===== src/rtl/pipe_ctrl.sv =====
// Pipeline stall/flush sequencer: merges stall requests and defers mispredict flushes past MEM stalls.
// Optional performance counters are built only when PIPE_CTRL_PERF_EN is defined.
module pipe_ctrl #(
    parameter int PIPE_DEPTH = 6,
    parameter int ADDR_W     = 32,
    parameter int PERF_W     = 32
) (
    input  logic                  clk,
    input  logic                  rst,
    input  logic                  if_stall_req,
    input  logic                  id_stall_req,
    input  logic                  mem_stall_req,
    input  logic                  ex_mispredict,
    input  logic [ADDR_W-1:0]     ex_target,
    output logic [PIPE_DEPTH-1:0] stall,
    output logic                  flush,
    output logic                  redirect_valid,
    output logic [ADDR_W-1:0]     redirect_addr,
    output logic [PERF_W-1:0]     perf_stall_cyc,
    output logic [PERF_W-1:0]     perf_flush_cnt,
    output logic [PERF_W-1:0]     perf_defer_cnt
);

    typedef enum logic {
        RUN  = 1'b0,
        PEND = 1'b1
    } state_e;

    localparam logic [PIPE_DEPTH-1:0] STALL_MEM =
        {{(PIPE_DEPTH-5){1'b0}}, 5'b11111};
    localparam logic [PIPE_DEPTH-1:0] STALL_ID =
        {{(PIPE_DEPTH-3){1'b0}}, 3'b111};
    localparam logic [PIPE_DEPTH-1:0] STALL_IF =
        {{(PIPE_DEPTH-2){1'b0}}, 2'b11};

    state_e              state_q, state_d;
    logic [ADDR_W-1:0]   pend_q, pend_d;
    logic                flush_now;
    logic [PIPE_DEPTH-1:0] stall_d;
    logic [ADDR_W-1:0]   raddr_d;

    always_ff @(posedge clk or posedge rst) begin
        if (rst) begin
            state_q <= RUN;
            pend_q  <= '0;
        end else begin
            state_q <= state_d;
            pend_q  <= pend_d;
        end
    end

    always_comb begin
        state_d   = state_q;
        pend_d    = pend_q;
        flush_now = 1'b0;
        stall_d   = '0;
        raddr_d   = '0;

        unique case (state_q)
            RUN: begin
                if (ex_mispredict && mem_stall_req) begin
                    state_d = PEND;
                    pend_d  = ex_target;
                end
                flush_now = ex_mispredict && !mem_stall_req;
            end
            PEND: begin
                // The frozen EX instruction is the one already captured; ignore EX inputs.
                if (!mem_stall_req) begin
                    state_d   = RUN;
                    flush_now = 1'b1;
                end
            end
            default: state_d = RUN;
        endcase

        if (mem_stall_req)
            stall_d = STALL_MEM;
        else if (flush_now)
            stall_d = '0;
        else if (id_stall_req)
            stall_d = STALL_ID;
        else if (if_stall_req)
            stall_d = STALL_IF;

        if (flush_now)
            raddr_d = (state_q == PEND) ? pend_q : ex_target;
    end

    // Combinational outputs are forced quiet while reset is held.
    assign stall          = rst ? '0   : stall_d;
    assign flush          = rst ? 1'b0 : flush_now;
    assign redirect_valid = rst ? 1'b0 : flush_now;
    assign redirect_addr  = rst ? '0   : raddr_d;

`ifdef PIPE_CTRL_PERF_EN
    logic [PERF_W-1:0] stall_cyc_q, flush_cnt_q, defer_cnt_q;
    logic              defer_go;

    assign defer_go = (state_q == RUN) && (state_d == PEND);

    always_ff @(posedge clk or posedge rst) begin
        if (rst) begin
            stall_cyc_q <= '0;
            flush_cnt_q <= '0;
            defer_cnt_q <= '0;
        end else begin
            if (|stall_d)
                stall_cyc_q <= stall_cyc_q + 1'b1;
            if (flush_now)
                flush_cnt_q <= flush_cnt_q + 1'b1;
            if (defer_go)
                defer_cnt_q <= defer_cnt_q + 1'b1;
        end
    end

    assign perf_stall_cyc = stall_cyc_q;
    assign perf_flush_cnt = flush_cnt_q;
    assign perf_defer_cnt = defer_cnt_q;
`else
    assign perf_stall_cyc = '0;
    assign perf_flush_cnt = '0;
    assign perf_defer_cnt = '0;
`endif

endmodule


===== config.mk =====
export PLATFORM = sky130hd
export DESIGN_NAME = pipe_ctrl
export DESIGN_NICKNAME = d
export VERILOG_FILES = /design/src/rtl/pipe_ctrl.sv
export SDC_FILE = /design/constraint.sdc
export NUM_CORES = 1
export LEC_CHECK = 0
export ABC_AREA = 1
export CORE_ASPECT_RATIO = 0.9
export CORE_MARGIN = 2
export CORE_UTILIZATION = 42
export DETAILED_ROUTE_END_ITERATION = 10
export PLACE_DENSITY = 0.88
export SLEW_MARGIN = 20
export SYNTH_ARGS = -nofsm -noshare
export SYNTH_HDL_FRONTEND = slang
export SYNTH_SLANG_ARGS = --single-unit

===== constraint.sdc =====
create_clock -name clk -period 5.7 [get_ports clk]
set_input_delay 1.425 -clock clk [delete_from_list [all_inputs] [get_ports clk]]
set_output_delay 1.425 -clock clk [all_outputs]
set_load 0.1 [all_outputs]

==> metrics <==
status=completed; Worst Hold Class=reg2reg; Core Footprint=0.00697 mm2; Comb power frac=0.550; Worst setup endpoint=redirect_addr[9]; Relative slew margins=0.530; Core Rows=29; clock-pin slew on the worst setup and hold paths=approximately 0.06 ns; Setup Skew=0.00315 ns; Tmin final=around 4.4 ns; n_diodes=0; die area=0.00783 mm2; clock power share=0.169; CTS buffer count=5; CP max FO=33; Pleak=about 2.3 nW; worst hold stages=2; Die W=93.0 um; R2R setup slack=about 3.7 ns; Post-Syn Area=0.00300 mm2; Max-cap violations=0; PD cells=271 mW/mm2; R2R Path Start=state_q; pin count of the biggest net entering global routing=66; Layout Cells excl Fill=618; Die Span Y=84.1 um; commonest non-fill, non-tap cell in the layout=nand2_1; max incr delay on CP=0.48 ns; CP max stage cell=clkdlybuf4s50_1; endpoints failing setup=0; initial antenna violation count=0; Starting Density=0.430; cell count after placement=611; post-synth cell types=14; routed len/inst=about 10 um; first-pass GRT wire length=10,600 um; WP data required=4.28 ns; via count=between 2,000 and 3,000; vias in the first global route=2,367; GPL Wtd Cong=just over 0.7; final wirelength=6450 um; hold buffers post-CTS=0; net load switching power=roughly 0.00056 W; worst-path cell chain=clkdlybuf4s50_1 -> inv_1 -> nand2_1 -> nand2_2 -> nor2_1 -> buf_12; CP Capture Type=primary output; via/cell ratio=4.24; P&R area growth vs syn=27.7%; CTS sink count=33; share of cells above drive strength 1=0.105; Fmax achieved=between 200 and 250 MHz; final hold violations=0; type of origin of the critical path=input pin; Internal=0.000472 W; Core Util, Final=0.549; Total GRT Usage=0.166; crit path DAT=2.99 ns; hpwl dp=4600 um; hold slack=around 0.47 ns; ANT nets after route=0; post-synthesis sequential area ratio=0.276; Syn Inst Count=approximately 470; Skew-Pair Late Insertion Delay=0.28 ns; r2r worst-path depth=4; Area contributors post-synth=dfrtp_1, buf_4, nand2_1; CTS resizes=0; DRC Markers=0; Reg power frac=0.281; Longest Clk Path Bufs=2; CTS Root Buffer Type=clkbuf_8; htree depth=2; postcts setup bufs=0; io pins=174; worst reg2reg path endpoint=pend_q[17]; commonest cells after routing, fill and taps aside=nand2_1, nor2_1, conb_1; WS Path Type=in2out; switching part of the total=0.544; synth warn=0; synthesized area per cell=6.43 um2; Crit. Startpoint=ex_mispredict; drt pass-1 iters=4; RSZ-0062 raised after global routing=no; Max Slew Vio Count=0; final period utilization=0.774; top cell type's share of synthesized area=0.276; Peak supply drop=152 uV; 1st-iter DRT viols=around 110; I/O Buffers=76; total grt overflow=0; worst-margin pin slew=0.705 ns; setup TNS=0 ns; FF+latch count, synth=33; Layout Nets=563; CTS tree=built; biggest area consumer among synthesized cells=dfrtp_1
==> state kept, by name, indices dropped and copies added, names as in the netlist <==
register,cells
state_q,1
pend_q,32
==> final cells by class <==
type	instances	area, um2
fillers	644	3140
multi-input cells	333	1350
repair buffers	80	1180
flip-flops and latches	33	827
inverters	72	270
well taps	93	116
clock buffers	7	86.3
==> worst max-delay path: cells and delay by family <==
kind,cells,cell delay [ns]
simple gates,3,0.83
buf+inv,3,0.74
==> metrics by stage <==
stage | setup slack, ns | power, W | cell area, um2
final | 1.29 | 0.00104 | 3830
after CTS | 1.26 | 0.00104 | 3830
after detailed placement | 1.28 | 0.000865 | 3740
after global placement | 1.29 | 0.000854 | 3740
after global routing | 1.13 | 0.00109 | 3830
after floorplan | 0.773 | 0.000817 | 3360
==> routing by layer <==
layer	part of all wire	GRT usage	vias to the layer above	wire [um]
li1	-	-	1296	-
met1	0.38	0.185	1199	2450
met2	0.53	0.312	118	3400
met3	0.082	0.0386	10	529
met4	0.012	0.0481	0	78
met5	0	0	-	0
==> Yosys cell counts <==
master	instances
buf_4	105
dfrtp_1	33
buf_2	14
nand2_2	1
nor2_1	97
conb_1	1
nor2_2	2
inv_2	1
buf_6	5
nand2_1	101
nand3_1	2
nand3_2	1
nand4_1	32
inv_1	71
==> logic make-up (layout without fill, tap and decap cells) <==
kind of cell           after synthesis  after routing  synth area share
AND/OR/NAND/NOR                    236            236             0.328
flip-flops                          33             33             0.276
buffers and inverters              196            159             0.395
other                                1             97           0.00125
==> worst min-delay path by stage <==
stage	start	to	slack, ns
floorplan	pend_q[0]	pend_q[0]	0.44
global placement	pend_q[14]	pend_q[14]	0.45
detailed placement	pend_q[23]	pend_q[23]	0.46
CTS	pend_q[23]	pend_q[23]	0.47
global route	pend_q[19]	pend_q[19]	0.50
finish	pend_q[19]	pend_q[19]	0.47
==> power groups by stage <==
stage	clock network, W	logic [W]	registers (W)
3_3_place_gp	0	0.000562	0.000293
4_1_cts	0.000182	0.000571	0.000291
6_report	0.000175	0.000570	0.000291
2_1_floorplan	0	0.000527	0.000290
3_5_place_dp	0	0.000570	0.000295
5_1_grt	0.000191	0.000598	0.000296
Power figures use the tool's default switching activity.
